==> config.mk <==
export PLATFORM = sky130hd
export DESIGN_NAME = avalon_burst_read_responder_flat
export DESIGN_NICKNAME = d
export VERILOG_FILES = /design/src/rtl/alice4_avalon_pkg.sv /design/src/rtl/avalon_burst_read_responder_if.sv /design/src/rtl/avalon_burst_read_responder_cmd_fifo.sv /design/src/rtl/avalon_burst_read_responder.sv /design/src/flat_wrapper.sv
export SDC_FILE = /design/constraint.sdc
export NUM_CORES = 1
export LEC_CHECK = 0
export CORE_MARGIN = 4
export CORE_UTILIZATION = 51
export CTS_BUF_LIST = sky130_fd_sc_hd__clkbuf_8
export CTS_CLUSTER_DIAMETER = 80
export DETAILED_ROUTE_END_ITERATION = 8
export PLACE_DENSITY = 0.86
export SYNTH_ARGS = -nofsm -noshare
export SYNTH_HDL_FRONTEND = slang
export SYNTH_HIERARCHICAL = 1
export SYNTH_SLANG_ARGS = --single-unit
==> constraint.sdc <==
create_clock -name clock_50 -period 10.55 [get_ports clock_50]
set_clock_uncertainty 0.15 [all_clocks]
set_input_delay 3.165 -clock clock_50 [delete_from_list [all_inputs] [get_ports clock_50]]
set_output_delay 3.165 -clock clock_50 [all_outputs]
set_load 0.02 [all_outputs]
==> src/rtl/alice4_avalon_pkg.sv <==
// Shared Avalon/SDRAM definitions for the f2h_sdram read-port stand-in: widths,
// the command record and the deterministic beat pattern.
package alice4_avalon_pkg;

  localparam int unsigned SDRAM_ADDR_BITS  = 29;
  localparam int unsigned SDRAM_DATA_BITS  = 64;
  localparam int unsigned SDRAM_BURST_BITS = 8;
  localparam logic [SDRAM_DATA_BITS-1:0] ERROR_PATTERN = 64'hDEAD_BEEF_DEAD_BEEF;

  typedef struct packed {
    logic [SDRAM_ADDR_BITS-1:0]  addr;
    logic [SDRAM_BURST_BITS-1:0] burst;
  } cmd_t;

  typedef enum logic {IDLE, BURST} beat_state_t;

  function automatic logic [SDRAM_DATA_BITS-1:0] pattern(input logic [SDRAM_ADDR_BITS-1:0] a,
                                                         input logic [31:0] seed);
    logic [31:0] w;
    w = {3'b000, a};
    return {seed ^ w, w};
  endfunction

  // A zero burstcount still returns one beat.
  function automatic logic [SDRAM_BURST_BITS-1:0] burst_len(input logic [SDRAM_BURST_BITS-1:0] b);
    return (b == '0) ? SDRAM_BURST_BITS'(1) : b;
  endfunction

endpackage

==> src/rtl/avalon_burst_read_responder_if.sv <==
// Avalon-MM burst-read bus between a read master and the responder.
interface avalon_burst_read_responder_if;
  import alice4_avalon_pkg::*;

  logic [SDRAM_ADDR_BITS-1:0]  address;
  logic [SDRAM_BURST_BITS-1:0] burstcount;
  logic                        read;
  logic                        waitrequest;
  logic [SDRAM_DATA_BITS-1:0]  readdata;
  logic                        readdatavalid;

  modport master (output address, burstcount, read,
                  input  waitrequest, readdata, readdatavalid);
  modport slave  (input  address, burstcount, read,
                  output waitrequest, readdata, readdatavalid);
endinterface

==> src/rtl/avalon_burst_read_responder_cmd_fifo.sv <==
// Synchronous command FIFO (responder_cmd_fifo) with full/empty/level; head is show-ahead.
module responder_cmd_fifo import alice4_avalon_pkg::*; #(
  parameter int unsigned FIFO_LOG2 = 2
) (
  input  logic             clock_50,
  input  logic             reset_n,
  input  logic             push,
  input  cmd_t             push_cmd,
  input  logic             pop,
  output cmd_t             head,
  output logic             full,
  output logic             empty,
  output logic [FIFO_LOG2:0] level
);
  localparam int unsigned DEPTH = 1 << FIFO_LOG2;

  cmd_t                   mem [DEPTH];
  logic [FIFO_LOG2-1:0]   wr_ptr;
  logic [FIFO_LOG2-1:0]   rd_ptr;
  logic [FIFO_LOG2:0]     count;

  always_ff @(posedge clock_50) begin
    if (push) mem[wr_ptr] <= push_cmd;
  end

  always_ff @(posedge clock_50 or negedge reset_n) begin
    if (!reset_n) begin
      wr_ptr <= '0;
      rd_ptr <= '0;
      count  <= '0;
    end else begin
      if (push) wr_ptr <= wr_ptr + 1'b1;
      if (pop)  rd_ptr <= rd_ptr + 1'b1;
      case ({push, pop})
        2'b10:   count <= count + 1'b1;
        2'b01:   count <= count - 1'b1;
        default: count <= count;
      endcase
    end
  end

  assign head  = mem[rd_ptr];
  assign full  = (count == (FIFO_LOG2+1)'(DEPTH));
  assign empty = (count == '0);
  assign level = count;
endmodule

==> src/rtl/avalon_burst_read_responder.sv <==
// Avalon-MM burst-read slave returning pattern data with traffic/error counters.
// Optional random stalls on commands and beats: define AVALON_RESPONDER_STALL_EN.
module avalon_burst_read_responder import alice4_avalon_pkg::*; #(
  parameter int unsigned          ADDR_BITS    = SDRAM_ADDR_BITS,
  parameter int unsigned          BURST_BITS   = SDRAM_BURST_BITS,
  parameter logic [ADDR_BITS-1:0] BASE_WORD    = 29'h0700_0000,
  parameter logic [ADDR_BITS-1:0] WINDOW_WORDS = 29'h0017_7000,
  parameter int unsigned          FIFO_LOG2    = 2,
  parameter logic [31:0]          SEED         = 32'hA11C_E400
) (
  input  logic                          clock_50,
  input  logic                          reset_n,
  avalon_burst_read_responder_if.slave  bus,
  output logic [31:0]                   debug_value0,
  output logic [31:0]                   debug_value1,
  output logic [31:0]                   debug_value2
);

  function automatic logic in_window(input logic [ADDR_BITS-1:0] a);
    logic [ADDR_BITS:0] lo;
    logic [ADDR_BITS:0] hi;
    lo = {1'b0, BASE_WORD};
    hi = {1'b0, BASE_WORD} + {1'b0, WINDOW_WORDS};
    return ({1'b0, a} >= lo) && ({1'b0, a} < hi);
  endfunction

  function automatic logic [31:0] sat_inc32(input logic [31:0] v);
    return (&v) ? v : v + 32'd1;
  endfunction

  function automatic logic [15:0] sat_add16(input logic [15:0] v, input logic [1:0] inc);
    logic [16:0] s;
    s = {1'b0, v} + {15'd0, inc};
    return s[16] ? 16'hFFFF : s[15:0];
  endfunction

  beat_state_t           state, state_nxt;
  logic [ADDR_BITS-1:0]  cur_addr, addr_nxt, beat_addr;
  logic [BURST_BITS-1:0] beats_left, left_nxt;
  logic                  pop, issue, zero_err, oow, push;
  logic                  full, empty, stall_cmd, stall_beat;
  logic [FIFO_LOG2:0]    level;
  cmd_t                  head;
  logic [31:0]           cmd_count, beat_count;
  logic [15:0]           errors;

`ifdef AVALON_RESPONDER_STALL_EN
  logic [15:0] lfsr;
  always_ff @(posedge clock_50 or negedge reset_n) begin
    if (!reset_n) lfsr <= 16'hACE1;
    else          lfsr <= {lfsr[14:0], lfsr[15] ^ lfsr[13] ^ lfsr[12] ^ lfsr[10]};
  end
  assign stall_cmd  = (lfsr[1:0] == 2'b00);
  assign stall_beat = (lfsr[3:2] == 2'b00);
`else
  assign stall_cmd  = 1'b0;
  assign stall_beat = 1'b0;
`endif

  // Command accept: full is judged on the registered level, so a same-cycle pop never admits a push.
  assign bus.waitrequest = full | (bus.read & stall_cmd);
  assign push            = bus.read & ~bus.waitrequest;

  responder_cmd_fifo #(.FIFO_LOG2(FIFO_LOG2)) u_fifo (
    .clock_50 (clock_50),
    .reset_n  (reset_n),
    .push     (push),
    .push_cmd ('{addr: bus.address, burst: bus.burstcount}),
    .pop      (pop),
    .head     (head),
    .full     (full),
    .empty    (empty),
    .level    (level)
  );

  // Beat engine: IDLE issues beat 0 straight from the FIFO head to reach the two-cycle latency.
  always_comb begin
    state_nxt = state;
    pop       = 1'b0;
    issue     = 1'b0;
    zero_err  = 1'b0;
    beat_addr = cur_addr;
    addr_nxt  = cur_addr;
    left_nxt  = beats_left;
    case (state)
      IDLE: begin
        if (!empty) begin
          pop       = 1'b1;
          issue     = 1'b1;
          zero_err  = (head.burst == '0);
          beat_addr = head.addr;
          addr_nxt  = head.addr + 1'b1;
          left_nxt  = burst_len(head.burst) - 1'b1;
          state_nxt = (left_nxt != '0) ? BURST : IDLE;
        end
      end
      BURST: begin
        if (!stall_beat) begin
          issue    = 1'b1;
          addr_nxt = cur_addr + 1'b1;
          left_nxt = beats_left - 1'b1;
          if (beats_left == BURST_BITS'(1)) begin
            if (!empty) begin
              pop      = 1'b1;
              zero_err = (head.burst == '0);
              addr_nxt = head.addr;
              left_nxt = burst_len(head.burst);
            end else begin
              state_nxt = IDLE;
            end
          end
        end
      end
      default: state_nxt = IDLE;
    endcase
  end

  assign oow = issue & ~in_window(beat_addr);

  // Registered beat output and debug counters.
  always_ff @(posedge clock_50 or negedge reset_n) begin
    if (!reset_n) begin
      state             <= IDLE;
      cur_addr          <= '0;
      beats_left        <= '0;
      bus.readdata      <= '0;
      bus.readdatavalid <= 1'b0;
      cmd_count         <= '0;
      beat_count        <= '0;
      errors            <= '0;
    end else begin
      state             <= state_nxt;
      cur_addr          <= addr_nxt;
      beats_left        <= left_nxt;
      bus.readdatavalid <= issue;
      if (issue) begin
        bus.readdata <= in_window(beat_addr) ? pattern(beat_addr, SEED) : ERROR_PATTERN;
        beat_count   <= sat_inc32(beat_count);
      end
      if (push) cmd_count <= sat_inc32(cmd_count);
      errors <= sat_add16(errors, {1'b0, oow} + {1'b0, zero_err});
    end
  end

  assign debug_value0 = cmd_count;
  assign debug_value1 = beat_count;
  assign debug_value2 = {errors, 8'(level), 7'd0, (state == BURST) | ~empty};

endmodule
==> src/flat_wrapper.sv <==
// flat-port wrapper written by rule: the top's interface ports become plain ports
module avalon_burst_read_responder_flat import alice4_avalon_pkg::*;
#(
  parameter int unsigned          ADDR_BITS    = SDRAM_ADDR_BITS,
  parameter int unsigned          BURST_BITS   = SDRAM_BURST_BITS,
  parameter logic [ADDR_BITS-1:0] BASE_WORD    = 29'h0700_0000,
  parameter logic [ADDR_BITS-1:0] WINDOW_WORDS = 29'h0017_7000,
  parameter int unsigned          FIFO_LOG2    = 2,
  parameter logic [31:0]          SEED         = 32'hA11C_E400
)
  (clock_50, reset_n, debug_value0, debug_value1, debug_value2, bus_address, bus_burstcount, bus_read, bus_waitrequest, bus_readdata, bus_readdatavalid);
  avalon_burst_read_responder_if bus_i ();
  input  logic clock_50;
  input  logic reset_n;
  output logic [31:0] debug_value0;
  output logic [31:0] debug_value1;
  output logic [31:0] debug_value2;
  input wire logic [$bits(bus_i.address)-1:0] bus_address;
  input wire logic [$bits(bus_i.burstcount)-1:0] bus_burstcount;
  input wire logic [$bits(bus_i.read)-1:0] bus_read;
  output wire logic [$bits(bus_i.waitrequest)-1:0] bus_waitrequest;
  output wire logic [$bits(bus_i.readdata)-1:0] bus_readdata;
  output wire logic [$bits(bus_i.readdatavalid)-1:0] bus_readdatavalid;
  assign bus_i.address = bus_address;
  assign bus_i.burstcount = bus_burstcount;
  assign bus_i.read = bus_read;
  assign bus_waitrequest = bus_i.waitrequest;
  assign bus_readdata = bus_i.readdata;
  assign bus_readdatavalid = bus_i.readdatavalid;
  avalon_burst_read_responder #(.ADDR_BITS(ADDR_BITS), .BURST_BITS(BURST_BITS), .BASE_WORD(BASE_WORD), .WINDOW_WORDS(WINDOW_WORDS), .FIFO_LOG2(FIFO_LOG2), .SEED(SEED)) u_core (.clock_50(clock_50), .reset_n(reset_n), .bus(bus_i), .debug_value0(debug_value0), .debug_value1(debug_value1), .debug_value2(debug_value2));
endmodule
Word-level counts from Yosys, hierarchy flattened
Memory sizes are Yosys's and may differ from the RTL's.
Cells that the tools add are included.

storage, ports and cells
  logic and storage cells = 77
  input bits = 40
  memories kept = 1
  output and inout port bits = 162
  register bits after elaboration = 190
  bits in writable memories = 148

cells by class
  reductions and logical operators = 9
  equality and inequality tests = 5
  bitwise gates (word level) = 10
  $lt $le $gt $ge = 2
  mux-type cells = 27
  $add $sub $neg = 12

memories
  memory             depth  bits a word  rd ports  clocked after Yosys merged registers in  wr ports  line                                        RTL
  u_core.u_fifo.mem  4      37           1         0                                        1         avalon_burst_read_responder_cmd_fifo.sv:17  cmd_t mem [DEPTH];

operators with widths
  operator               count
  $mux 29                5
  $add 32x1->32 const B  2
  $mux 64                1
  $reduce_and 32->1      2
  $add 29x1->29 const B  2
  $pmux 29 s2            1
  $mux 8                 4
  $ge 29x27->1 const B   1
  $lt 29x27->1 const B   1
  $add 16x2->17          1
  $mux 16                1
  $pmux 8 s2             1
  $sub 8x1->8 const B    2
  $not 8->10             1
  $mux 1                 9
  $eq 8x1->1 const B     1
  $logic_not 8->1        1
  $pmux 1 s2             4
  $reduce_bool 8->1      1
  $not 1->1              6
  $pmux 3 s2             1
  $add 2x1->2 const B    2
  $reduce_and 2->1       2
  $add 3x1->3 const B    1
  other kinds (11)       12

Depth between registers and ports, before layout
Gate-level depths: netlist (run 1).

  word-level depth = 10
  depth in mapped cells = 16
  mapped depth without buffers = 12

Modules after synthesis
The synthesis (run 1) kept the hierarchy.

modules (own cells, without submodules)
  module                       times used  area each (µm²)  sequential area each (µm²)  cells an instance
  avalon_burst_read_responder  1           9,489.1          3,978.8                     1,040
  responder_cmd_fifo           1           5,728.0          4,619.4                     230

Worst setup path before layout (run 1)
OpenSTA, ideal clock, no wires.

  path kind = flip-flop to output port
  start point = reg u_core.u_fifo.count[0] (netlist: u_core/u_fifo/level[0])
  end point = out debug_value2[0]
  arrival = 2,030 ps
  data required time = 7,235 ps
  stages on the path, launching flop included = 8
  buffers on the path = 4
  path slack = 5,205 ps
  cells stage by stage = dfrtp_1 nor3_1 clkbuf_1 nor2b_1 clkbuf_1 clkinv_1 clkbuf_1 buf_4

on the way
  longest elaborated chain between the ends = 3

RTL lines
  element                 line                                        RTL
  from (decl)             avalon_burst_read_responder_cmd_fifo.sv:20  logic [FIFO_LOG2:0] count;
  from (signal assigned)  avalon_burst_read_responder_cmd_fifo.sv:35  2'b10: count <= count + 1'b1;
  from (signal assigned)  avalon_burst_read_responder_cmd_fifo.sv:36  2'b01: count <= count - 1'b1;
  from (signal assigned)  avalon_burst_read_responder_cmd_fifo.sv:37  default: count <= count;
  $logic_not 3->1         avalon_burst_read_responder_cmd_fifo.sv:44  assign empty = (count == '0);
  via u_core.empty        avalon_burst_read_responder.sv:41           logic full, empty, stall_cmd, stall_beat;
  $not 1->1               avalon_burst_read_responder.sv:147          assign debug_value2 = {errors, 8'(level), 7'd0, (state == BURST) | ~empty};
  $or 1x1->1              avalon_burst_read_responder.sv:147
  to (decl)               flat_wrapper.sv:17                          output logic [31:0] debug_value2;

The timed path passes the listed nets, and every way through them passes these cells.

Worst setup path after layout (run 1)
Ends and elaborated chain as after synthesis.

==> reports/summary.md, run 1 <==
The flow ran to the end, and the final reports show no timing, DRC or antenna violations. The post-route netlist has 10.4% of its cells at a drive strength greater than 1. STA puts the critical path data required time at 7.24 ns. Once the floorplan was initialized, standard cells occupied 52.3% of the core. The port buffer count came out at 188. The logs give 29.0% for the worst slew margin relative to its limit and 0.0291 mm² for the core footprint.

The initial antenna violation count was 0. The number of failing hold endpoints at the final stage was 0; the ratio of final minimum period to clock period was 55.2%. The number of buffers added by the clock tree synthesis step came out at 50. The biggest cell delay along the critical path is 0.55 ns. Traced cell by cell, the critical path runs through nor3_2 -> buf_4 -> nor2b_4 -> clkinv_1 -> clkdlybuf4s50_1. For this design the ratio of total power to cell area is 228 mW/mm².

In the final design database the tool counted 1493 nets. The count of flip-flops with a built-in enable after synthesis came out at 148. The area growth from synthesis to final layout is 19.0%, and the register bit count reported by yosys is 314.

The number of gates resized after CTS was 0. The logs give 0.917 for the final RePlAce weighted congestion and 1270 for the cell count after synthesis. Final period demand of the worst path: 5.82 ns. The average instance in the mapped netlist occupies 12.0 µm². The number of different library cells in the post-synthesis netlist was 70.

The maximum clock rate was 172 MHz. The tools report the full die area as 0.0327 mm². The die is 181 µm wide. On the final layout, the worst hold slack is 0.334 ns. The logs give 2 for the maximum level of the CTS H-tree and 118 µV for the highest ir drop seen on vdd. The logs give 113 for the largest net degree at the start of global routing and 11100 for the count of vias placed by the detailed router.

Setup repair after global routing left no endpoint under its margin. The worst setup path is launched from a flop. Measured slew at the worst slew-check pin: 1.06 ns.

The tree is rooted in a sky130_fd_sc_hd__clkbuf_8. Of all flip-flops after synthesis, the portion carrying an async set or reset was 52.9%. The tools report the mapped cell area as 0.0152 mm². The total overflow left after global routing is 0. Final count of pins violating max slew: 0.

Leaving out fill and tap cells, the most frequent cells in the layout are sky130_fd_sc_hd__clkdlybuf4s50_1 (187), sky130_fd_sc_hd__dfrtp_1 (165), sky130_fd_sc_hd__edfxtp_1 (148), sky130_fd_sc_hd__nand2_1 (96), sky130_fd_sc_hd__nor2_1 (72). The type of the tightest min-delay check was reg2reg. In this run the core area contains 62 standard-cell rows. The filler-free cell count of the finished design was 1860; the boundary pin count was 202.

Of all nets on the critical path, the largest fanout is 38. The residual antenna-violating net count after detailed routing is 0. The setup TNS was 0 ns; the count of synthesis-stage warnings from yosys was 6.

In the global route stage, overall resource usage came out at 21.7%. Per-cell via count in the routed design: 5.98. In the routed design, unresolved DRC markers number 0. The number of DRC markers after the initial detailed-route iteration came out at 1415. For the maximum buffer depth of the clock tree, the log shows 3. Most frequent standard cell in the layout excluding fill and tap cells: sky130_fd_sc_hd__clkdlybuf4s50_1. For the worst path arrival time, the log shows 2.51 ns. The number of hold buffers added after CTS was 0. The critical path's slowest cell was sky130_fd_sc_hd__clkdlybuf4s50_1. In this run the post-CTS setup repair buffer count came out at 0.

In this run the register-to-register setup slack is 5.33 ns. TritonCTS built the clock tree. The leakage power total is 6.89 nW, and the aggregate routed wire length is 36.4 mm. The sink count of the clock tree is 314. The first global-routing pass estimated 58.2 mm of wire. Category of the most critical setup path: reg2out.

The logs give 56.5% for the sequential-to-total area share from yosys stat and 0 for the number of diodes added for antenna fixing. After detailed routing, the average wire length per cell comes to 19.6 µm. Setup violations remaining at the end of the flow were counted as 0. Once placement completed, the tool counted placed cells totaling 1769. Number of global-route vias before repair: 10900. The kind of cell with the highest combined delay along the critical path is buffers and inverters. Detailed placement finished with a half-perimeter wire length of 24.8 mm. Counting both buffers and inverters, the worst setup path holds a total of 3. The first detailed-routing pass took 6 iterations. The flip-flop cell with the highest count after synthesis was sky130_fd_sc_hd__dfrtp_1.

The CTS clock-pin slew for the worst setup and hold paths was 0.06 ns; the vertical extent of the die was 181 µm. The clock reaches the later pin of the worst-skew pair after 0.57 ns. The tools report the critical path endpoint category as an output port. Across the run, the number of max-cap violations was 0.
==> logic make-up after synthesis <==
| logic type | synth area share, % |
|---|---|
| AND/OR/NAND/NOR | 15.5 |
| flip-flops | 56.5 |
| AO/OA/AOI/OAI | 8.14 |
| buffers and inverters | 4.79 |
| XOR/XNOR | 6.39 |
| multiplexers | 7.23 |
| adder cells (fa/ha/maj) | 1.41 |
| other | 0.0246 |
==> path summary, 6_finish.rpt <==
kind                                               from                       to  depth (start not counted)
worst max-delay path             u_core/u_fifo/level[0]          debug_value2[0]                          5
worst min-delay path            u_core/bus.readdata[56]  u_core/bus.readdata[56]                          1
worst max register to register  u_core/u_fifo/rd_ptr[0]         u_core/errors[4]                         12
worst min register to register  u_core/bus.readdata[56]  u_core/bus.readdata[56]                          1
max in group asynchronous                       reset_n  u_core/u_fifo/rd_ptr[0]                          2
min in group asynchronous                       reset_n  u_core/u_fifo/wr_ptr[1]                          1
==> final cells by class <==
class / instances / area [µm²]
Fill cell: 2224 / 11000
Sequential cell: 314 / 8600
Multi-Input combinational cell: 827 / 5960
Timing Repair Buffer: 203 / 2000
Clock buffer: 53 / 729
Tap cell: 384 / 480
Clock inverter: 38 / 195
Inverter: 41 / 154
==> stage by stage <==
step / utilization, % / setup slack, ns / cell area, µm² / total power [mW]
after global placement: 59.1 / 5.25 / 17200 / 3.11
after detailed placement: 59.1 / 5.23 / 17200 / 3.18
after floorplan: - / 5.21 / 15300 / 2.74
after CTS: 62.3 / 4.72 / 18100 / 4.14
after global routing: 62.3 / 4.59 / 18100 / 4.37
final: 62.3 / 4.73 / 18100 / 4.13
==> worst register-to-register path, cell delays in order, from the launching register on <==
cell	delay (ns)
sky130_fd_sc_hd__dfrtp_2	0.34
sky130_fd_sc_hd__buf_4	0.57
sky130_fd_sc_hd__mux4_2	0.70
sky130_fd_sc_hd__or4_1	0.57
sky130_fd_sc_hd__nor3_1	0.17
sky130_fd_sc_hd__nand3_1	0.20
sky130_fd_sc_hd__a21oi_1	0.82
sky130_fd_sc_hd__nor2_1	0.13
sky130_fd_sc_hd__fa_1	0.45
sky130_fd_sc_hd__ha_1	0.24
sky130_fd_sc_hd__nand4_1	0.13
sky130_fd_sc_hd__or3_1	0.41
sky130_fd_sc_hd__o21ai_0	0.16
==> synth_stat cells, drive strengths merged (17+ instances only) <==
| cell | count | area [µm²] |
|---|---|---|
| dfrtp | 166 | 4150 |
| and2 | 17 | 106 |
| a21oi | 21 | 105 |
| inv | 40 | 150 |
| and3 | 20 | 125 |
| edfxtp | 148 | 4440 |
| mux2i | 21 | 210 |
| xnor2 | 68 | 596 |
| nor3 | 35 | 175 |
| nand3 | 55 | 275 |
| xor2 | 43 | 377 |
| nand2b | 21 | 131 |
| mux4 | 37 | 833 |
| nor4 | 27 | 175 |
| nand2 | 96 | 360 |
| clkbuf | 40 | 154 |
| nand4 | 46 | 288 |
| o21ai | 47 | 235 |
| nor2 | 72 | 270 |
| buf | 60 | 422 |
==> routing by layer <==
layer	vias up	share of wire (%)	GRT usage, %
met5	-	0	0
met4	0	2.1	6.05
met3	80	9.6	5.09
met2	586	48	35.1
met1	5440	40	29.7
li1	5019	-	-
==> power by group <==
group,switching (mW),internal [mW],total (mW)
clock network,0.460,0.491,0.951
registers,0.214,1.54,1.75
logic,0.838,0.591,1.43
total,1.51,2.62,4.13
==> flip-flops by register name, indices dropped and copies added (netlist names) <==
register                  flops
u_core/state                  1
u_core/beats_left             8
u_core/bus.readdatavalid      1
u_core/errors                16
u_core/debug_value1          32
u_core/u_fifo/rd_ptr          2
u_core/debug_value0          32
u_core/cur_addr              29
u_core/u_fifo/wr_ptr          2
u_core/u_fifo/mem           148
u_core/bus.readdata          40
u_core/u_fifo/level           3
Power figures use the tool's default switching activity.
==> run 2, diff against run 1 <==
==> constraint.sdc (replaced) <==
create_clock -name clock_50 -period 5.4 [get_ports clock_50]
set_clock_uncertainty 0.15 [all_clocks]
set_input_delay 1.62 -clock clock_50 [delete_from_list [all_inputs] [get_ports clock_50]]
set_output_delay 1.62 -clock clock_50 [all_outputs]
set_load 0.02 [all_outputs]
==> run 2 against run 1 <==
Sequential share of layout area fell by 0.48 points. Critical path depth up 5. Hold slack worse by 0.0086 ns. Combinational power rose by 92%. Die area unchanged. Clock power up 120%. Utilization up 0.63 points. Wire length is 2.0% higher. Non-clock buffer count is 7 higher. Via count is 0.91% higher. Critical endpoint is now u_core/errors[4]. Largest power group unchanged. Highest routed layer is now met5.
==> reports/summary.md, run 2 (synthesis results as in run 1) <==
The tools report the number of global-route vias before repair as 11100 (+2.1%). For the final count of negative-setup-slack endpoints, the log shows 0 (unchanged). The most numerous cell type found on the critical path is sky130_fd_sc_hd__or3_1. The total of cells resized after clock tree synthesis was 0 (unchanged).

For the number of DRC markers after the initial detailed-route iteration, the log shows 1088 (-23%). The areal power density over the cells works out to 453 mW/mm² (+99%). The highest ir drop seen on vdd came out at 246 µV (+110%). Type of the tightest min-delay check: reg2reg. The largest registers in the layout are u_core/u_fifo/mem (148), u_core/bus.readdata (40). The post-route total power is 8.29 mW (+100%).

The worst path arrival time came out at 4.97 ns (+2.46 ns). The number of max-cap violations was 0 (unchanged); the final RePlAce weighted congestion was 0.899 (-1.9%). Timing would allow up to 216 MHz. The run gives 7.00 nW (+1.5%) as the leakage power total. The worst slew margin relative to its limit is 35.1% (+6.1 points).

The flow ran to the end, and the final reports show no timing, DRC or antenna violations. The vertical extent of the die was 181 µm (unchanged); the post-CTS setup buffer count was 0 (unchanged). The biggest cell delay along the critical path came out at 0.67 ns (+0.12 ns). The worst setup path is launched from a flop. The library cells used most frequently in the layout, excluding fill and tap cells, are sky130_fd_sc_hd__clkdlybuf4s50_1 (187), sky130_fd_sc_hd__dfrtp_1 (165), sky130_fd_sc_hd__edfxtp_1 (148), sky130_fd_sc_hd__nand2_1 (96), sky130_fd_sc_hd__nor2_1 (72). The mean routed wirelength per cell is 19.9 µm (+1.5%), and the multi-input combinational cell area is 0.00596 mm² (unchanged).

The maximum level of the CTS H-tree was 2 (unchanged). Setup repair after global routing left no endpoint under its margin. The final worst hold slack is 0.325 ns (-0.00864 ns), and the measured slew at the worst slew-check pin is 0.963 ns (-0.100 ns). The gate family responsible for the most delay along the worst path is simple AND/OR/NAND/NOR gates. First-pass detailed-route iteration total: 5 (-1). The full die area is 0.0327 mm² (unchanged), and the initial antenna violation count is 3 (+3). For the final count of pins violating max slew, the log shows 0 (unchanged). The tools report the residual antenna-violating net count after detailed routing as 0 (unchanged).

The clock tree root driver cell is sky130_fd_sc_hd__clkbuf_8. Boundary pin count: 202 (unchanged). The critical path endpoint category was a flop. Top fanout value on the critical path: 16 (-58%).

More flip-flops sit in one register than any other, and that register is u_core/u_fifo/mem. CTS clock-pin slew for the worst setup and hold paths: 0.07 ns (about the same). The setup path with the least slack is of type reg2reg.

The final period demand of the worst path came out at 4.63 ns. For the global-route wire length before repair, the log shows 59.8 mm (+2.8%). TritonCTS built the clock tree. The largest individual stage delay along the critical path comes from the cell sky130_fd_sc_hd__dfrtp_2. The area growth from synthesis to layout is 20.2%. The count of unresolved DRC violations after routing came out at 0 (unchanged). The run gives 25.7 mm (+3.8%) as the placed wire-length estimate. The row count is 62 (unchanged), and the filler cell count in the final layout is 2197 (-1.2%).

The number of buffers and inverters on the critical path is 1 (-2). The horizontal die dimension is 181 µm (unchanged), and the flip-flop count of the largest register after layout is 148 (unchanged). The tools report the number of nets in the finished design as 1501 (+0.54%). For the total routing usage reported by global routing, the log shows 22.2% (+0.57 points). Port buffer count: 188 (unchanged).

The number of buffers added by the clock tree synthesis step is 51 (+2.0%). The per-cell via count in the routed design is 6.01 (+0.42%), and the starting density of the core is 52.3% (unchanged). Walking the worst path, the cells encountered are buf_4 -> mux4_2 -> or3_1 -> or4_1 -> a211oi_2 -> fa_1 -> ha_1 -> nand4_1 -> or3_1 -> o21ai_0. Number of diodes added for antenna fixing: 0 (unchanged). The core footprint came out at 0.0291 mm² (unchanged). The worst path uses 85.8% of the clock period. The run gives 0 ns (unchanged) as the setup TNS. The total grt overflow is 0 (unchanged), and the clock latency of the later-clocked register in the worst-skew pair is 0.58 ns (about the same).

The logs give 37.2 mm (+2.0%) for the aggregate routed wire length and 0 (unchanged) for the number of failing hold endpoints at the final stage. For the maximum buffer depth of the clock tree, the log shows 3 (unchanged). The largest net degree at the start of global routing was 72 (-36%); the data required time of the critical path was 5.74 ns (-1.50 ns). Share of layout cells above drive strength 1: 11.2% (+0.81 points).

Most frequent standard cell in the layout excluding fill and tap cells: sky130_fd_sc_hd__clkdlybuf4s50_1. The tools report the sink count of the clock tree as 314 (unchanged). The logs give 0 (unchanged) for the total of hold buffers inserted after clock tree synthesis and 11200 (+0.91%) for the count of vias placed by the detailed router. The tools report the sequential cell area as 0.00860 mm² (unchanged).
## run 2: cell types whose count changed in the layout (fill, tap and decap cells not counted), sizes merged
| cell | delta |
|---|---|
| bufinv | +1 |
| buf | +7 |
| clkbuf | +11 |
| clkinv | -8 |
| clkinvlp | -2 |
## run 2: layout make-up
type | count | share of cell area (%)
clock buffer | 64 | 4.81
clock inverter | 29 | 0.958
inverter | 41 | 0.841
multi-input combinational | 827 | 32.6
sequential | 314 | 47.0
tap | 384 | 2.63
timing repair buffer | 210 | 11.2
## run 2: worst register-to-register path, stage by stage (launching register included)
cell,delay (ns)
sky130_fd_sc_hd__dfrtp_2,0.67
sky130_fd_sc_hd__buf_4,0.35
sky130_fd_sc_hd__mux4_2,0.59
sky130_fd_sc_hd__or3_1,0.43
sky130_fd_sc_hd__or4_1,0.56
sky130_fd_sc_hd__a211oi_2,0.41
sky130_fd_sc_hd__fa_1,0.28
sky130_fd_sc_hd__ha_1,0.24
sky130_fd_sc_hd__nand4_1,0.15
sky130_fd_sc_hd__or3_1,0.57
sky130_fd_sc_hd__o21ai_0,0.15
## run 2: stage by stage
step	setup slack [ns]	cell area, µm²	cells	utilization [%]
6_report	0.769	18300	1869	62.9
5_1_grt	0.394	18300	1869	62.9
4_1_cts	0.746	18300	1869	62.9
3_5_place_dp	0.749	17200	1776	59.3
3_3_place_gp	0.831	17200	1776	59.3
2_1_floorplan	1.06	15300	1282	-
## run 2: worst paths after layout
kind                       cells after the start                 endpoint                     from  slack [ns]
min                                            2  u_core/bus.readdata[24]  u_core/bus.readdata[24]        0.33
max reg2reg                                   10         u_core/errors[4]  u_core/u_fifo/rd_ptr[0]        0.77
min reg2reg                                    2  u_core/bus.readdata[24]  u_core/bus.readdata[24]        0.33
min in group asynchronous                      1      u_core/cur_addr[26]                  reset_n        0.92
max in group asynchronous                      2      u_core/cur_addr[28]                  reset_n        3.04
max                                           10         u_core/errors[4]  u_core/u_fifo/rd_ptr[0]        0.77
## run 2: power breakdown
part           total (mW)  leakage (nW)  switching (mW)  internal, mW
Sequential           3.47          3.35           0.465          3.00
Combinational        2.75          3.03            1.58          1.17
Clock                2.07         0.613           0.910          1.16
## run 2: routing by layer
| metal | GRT usage [%] | routed length, µm |
|---|---|---|
| met3 | 4.69 | 3330 |
| met5 | 0 | 54 |
| met2 | 37.0 | 17900 |
| met4 | 6.14 | 885 |
| met1 | 29.9 | 14900 |
==> run 3, diff against run 2 <==
==> constraint.sdc (replaced) <==
create_clock -name clock_50 -period 5.4 [get_ports clock_50]
set_clock_uncertainty 0.15 [all_clocks]
set_input_delay 1.62 -clock clock_50 [delete_from_list [all_inputs] [get_ports clock_50]]
set_output_delay 1.62 -clock clock_50 [all_outputs]
set_load 0.01 [all_outputs]
==> run 3 against run 2 <==
Maximum frequency rose by 0.90%. Sequential power barely moved. Global-route usage fell by 0.20 points. Utilization barely moved. Final cell count did not move. Via count fell by 0.27%.
==> reports/summary.md, run 3 (synthesis results as in run 1) <==
The worst min-delay path startpoint is u_core/bus.readdata[24]. For the first-pass detailed-route iteration total, the log shows 5 (unchanged). The residual antenna-violating net count after detailed routing is 0 (unchanged), and the number of buffers added by the clock tree synthesis step is 52 (+2.0%).

The largest registers in the layout are u_core/u_fifo/mem (148), u_core/bus.readdata (40). The tools report the maximum buffer depth of the clock tree as 3 (unchanged). End point of the most critical hold path: u_core/bus.readdata[24]. In the layout the commonest cells are sky130_fd_sc_hd__clkdlybuf4s50_1 (187), sky130_fd_sc_hd__dfrtp_1 (165), sky130_fd_sc_hd__edfxtp_1 (148), sky130_fd_sc_hd__nand2_1 (96), sky130_fd_sc_hd__nor2_1 (72). The endpoint identified for the worst register-to-register timing path is u_core/errors[4]. The gate family responsible for the most delay along the worst path was simple AND/OR/NAND/NOR gates.

The top fanout value on the critical path is 13 (-3), and the post-CTS setup buffer count is 0 (unchanged). The number of nets in the finished design is 1499 (-0.13%), and the final period demand of the worst path is 4.59 ns (-0.0412 ns). The run gives 7.00 nW (about the same) as the leakage power total. The final RePlAce weighted congestion is 0.884 (-1.7%), and the final count of negative-setup-slack endpoints is 0 (unchanged).

The port buffer count works out to 188 (unchanged). The biggest cell delay along the critical path works out to 0.60 ns (-0.07 ns). Maximum clock rate: 218 MHz (+0.90%).

The origin of the critical flop-to-flop path is u_core/u_fifo/rd_ptr[0]. The total of hold buffers inserted after clock tree synthesis is 0 (unchanged), and the full die area is 0.0327 mm² (unchanged). Minimum setup slack after placement: 0.819 ns (+0.0705 ns). The number of failing hold endpoints at the final stage was 0 (unchanged). Type of the tightest min-delay check: reg2reg.

The CTS clock-pin slew for the worst setup and hold paths was 0.06 ns (about the same); the data required time of the critical path was 5.73 ns (about the same). The setup path with the least slack is of type reg2reg. The post-route total power is 8.19 mW (-1.2%), and the number of diodes added for antenna fixing is 0 (unchanged). The run gives 4.92 ns (-0.05 ns) as the worst path arrival time.

Internal power component: 5.32 mW (-0.28%). The aggregate routed wire length was 36.8 mm (-0.86%); the share of layout cells above drive strength 1 was 11.3% (+0.13 points). Setup repair after global routing left no endpoint under its margin. Total grt overflow: 0 (unchanged).

The horizontal die dimension came out at 181 µm (unchanged). Traced cell by cell, the critical path runs through buf_4 -> mux4_2 -> or3_1 -> or4_1 -> a211oi_2 -> fa_1 -> ha_1 -> nand4_1 -> or3_1 -> o21ai_0. The tools report the setup TNS as 0 ns (unchanged). The highest ir drop seen on vdd came out at 261 µV (+5.9%). STA classifies the critical path endpoint as a flop. The ratio of final minimum period to clock period is 85.0% (-0.76 points), and the flip-flop count of the largest register after layout is 148 (unchanged). Logic depth of the worst path, buffers included: 10 (unchanged).

The largest individual stage delay along the critical path comes from the cell sky130_fd_sc_hd__mux4_2. The core footprint came out at 0.0291 mm² (unchanged). Number of DRC markers after the initial detailed-route iteration: 1260 (+16%). The run gives 2 (unchanged) as the maximum level of the CTS H-tree. The most repeated library cell on the critical path is sky130_fd_sc_hd__or3_1. The final setup slack of the worst path came out at 0.810 ns (+0.0412 ns). The measured slew at the worst slew-check pin is 1.14 ns (+0.174 ns). The proportion of power drawn by the clock network is 25.3% (+0.3 points), and the area growth from synthesis to final layout is 20.3% (about the same). The number of buffers and inverters on the critical path works out to 1 (unchanged).

The tools report the number of global-route vias before repair as 11100 (+0.081%). The initial antenna violation count was 1 (-2); the areal power density over the cells was 447 mW/mm² (-1.3%). The relative contribution of sequential cells to total power was 42.2% (+0.4 points); the filler cell count in the final layout was 2203 (+0.27%). TritonCTS built the clock tree.

The run gives 202 (unchanged) as the boundary pin count. The per-cell via count in the routed design came out at 5.99 (-0.27%). For the net switching power of the design, the log shows 2.87 mW (-2.9%). The worst reg-to-reg path cell count was 10 (unchanged); the worst slew margin relative to its limit was 24.1% (-11 points). The kind of start point of the critical path is a flop. The total routing usage reported by global routing is 22.0% (-0.20 points). Placed wire-length estimate: 25.1 mm (-2.4%).

The fraction of power spent switching nets was 35.1% (-0.61 points). The clock latency of the later-clocked register in the worst-skew pair was 0.58 ns (about the same); the global-route wire length before repair was 59.0 mm (-1.4%). The sink count of the clock tree is 314 (unchanged). The count of vias placed by the detailed router was 11200 (-0.27%); the total of cells resized after clock tree synthesis was 0 (unchanged). The largest net degree at the start of global routing was 100 (+39%); the number of cells traversed by the worst hold path was 2 (unchanged).

Starting density of the core: 52.3% (unchanged). Mean routed wirelength per cell: 19.7 µm (-0.86%). The run finished with clean final reports. The vertical extent of the die came out at 181 µm (unchanged). CTS placed an instance of sky130_fd_sc_hd__clkbuf_8 at the clock tree root.

The combinational cell fraction of total power is 32.5% (-0.7 points). Leaving out fill and tap cells, the most frequent cell in the layout is sky130_fd_sc_hd__clkdlybuf4s50_1. The final count of pins violating max slew is 0 (unchanged). The number of max-cap violations is 0 (unchanged), and the row count is 62 (unchanged). Count of unresolved DRC violations after routing: 0 (unchanged).

The tools report the slack of the worst reg-to-reg path as 0.81 ns (+0.04 ns). The register bank with the most flops is u_core/u_fifo/mem.
==> run 3: worst max path at each step <==
stage	to	startpoint	slack, ns
final	u_core/errors[4]	u_core/u_fifo/rd_ptr[0]	0.81
after global routing	u_core/errors[4]	u_core/u_fifo/rd_ptr[0]	0.44
after CTS	u_core/errors[4]	u_core/u_fifo/rd_ptr[0]	0.80
after detailed placement	u_core/errors[4]	u_core/u_fifo/rd_ptr[0]	0.82
after global placement	u_core/errors[4]	u_core/u_fifo/rd_ptr[0]	0.94
after floorplan	u_core/errors[11]	u_core/u_fifo/rd_ptr[0]	1.07
==> run 3: worst reg2reg max path, stage by stage (launching register included) <==
cell	delay, ns
sky130_fd_sc_hd__dfrtp_2	0.57
sky130_fd_sc_hd__buf_4	0.33
sky130_fd_sc_hd__mux4_2	0.61
sky130_fd_sc_hd__or3_1	0.45
sky130_fd_sc_hd__or4_1	0.56
sky130_fd_sc_hd__a211oi_2	0.41
sky130_fd_sc_hd__fa_1	0.29
sky130_fd_sc_hd__ha_1	0.25
sky130_fd_sc_hd__nand4_1	0.17
sky130_fd_sc_hd__or3_1	0.58
sky130_fd_sc_hd__o21ai_0	0.15
==> run 3: final cells by class <==
type	instances	area (µm²)	share of cell area (%)
Inverter	41	154	0.841
Sequential cell	314	8600	47.0
Timing Repair Buffer	207	2040	11.1
Clock inverter	26	111	0.608
Tap cell	384	480	2.63
Multi-Input combinational cell	827	5960	32.5
Clock buffer	70	963	5.26
==> run 3: power groups by stage <==
stage               sequential (mW)  combinational (mW)  clock [mW]
finish                         3.45                2.66        2.07
global route                   3.52                2.92        2.24
CTS                            3.45                2.64        2.12
detailed placement             3.49                2.63           0
global placement               3.46                2.52           0
floorplan                      3.34                1.94           0
==> run 3: routing by layer <==
metal	GRT usage, %	vias up	routed length (µm)
li1	-	5031	-
met1	29.0	5467	14900
met2	36.3	605	17600
met3	5.35	91	3400
met4	7.35	2	989
met5	0	-	13
==> run 3: per-stage QoR <==
step           hold slack (ns)  instances  util, %  area, µm²
2_1_floorplan            0.299       1282        -      15300
3_3_place_gp             0.298       1773     59.2      17200
3_5_place_dp             0.316       1773     59.2      17200
4_1_cts                  0.329       1869     62.9      18300
5_1_grt                  0.354       1869     62.9      18300
6_report                 0.328       1869     62.9      18300
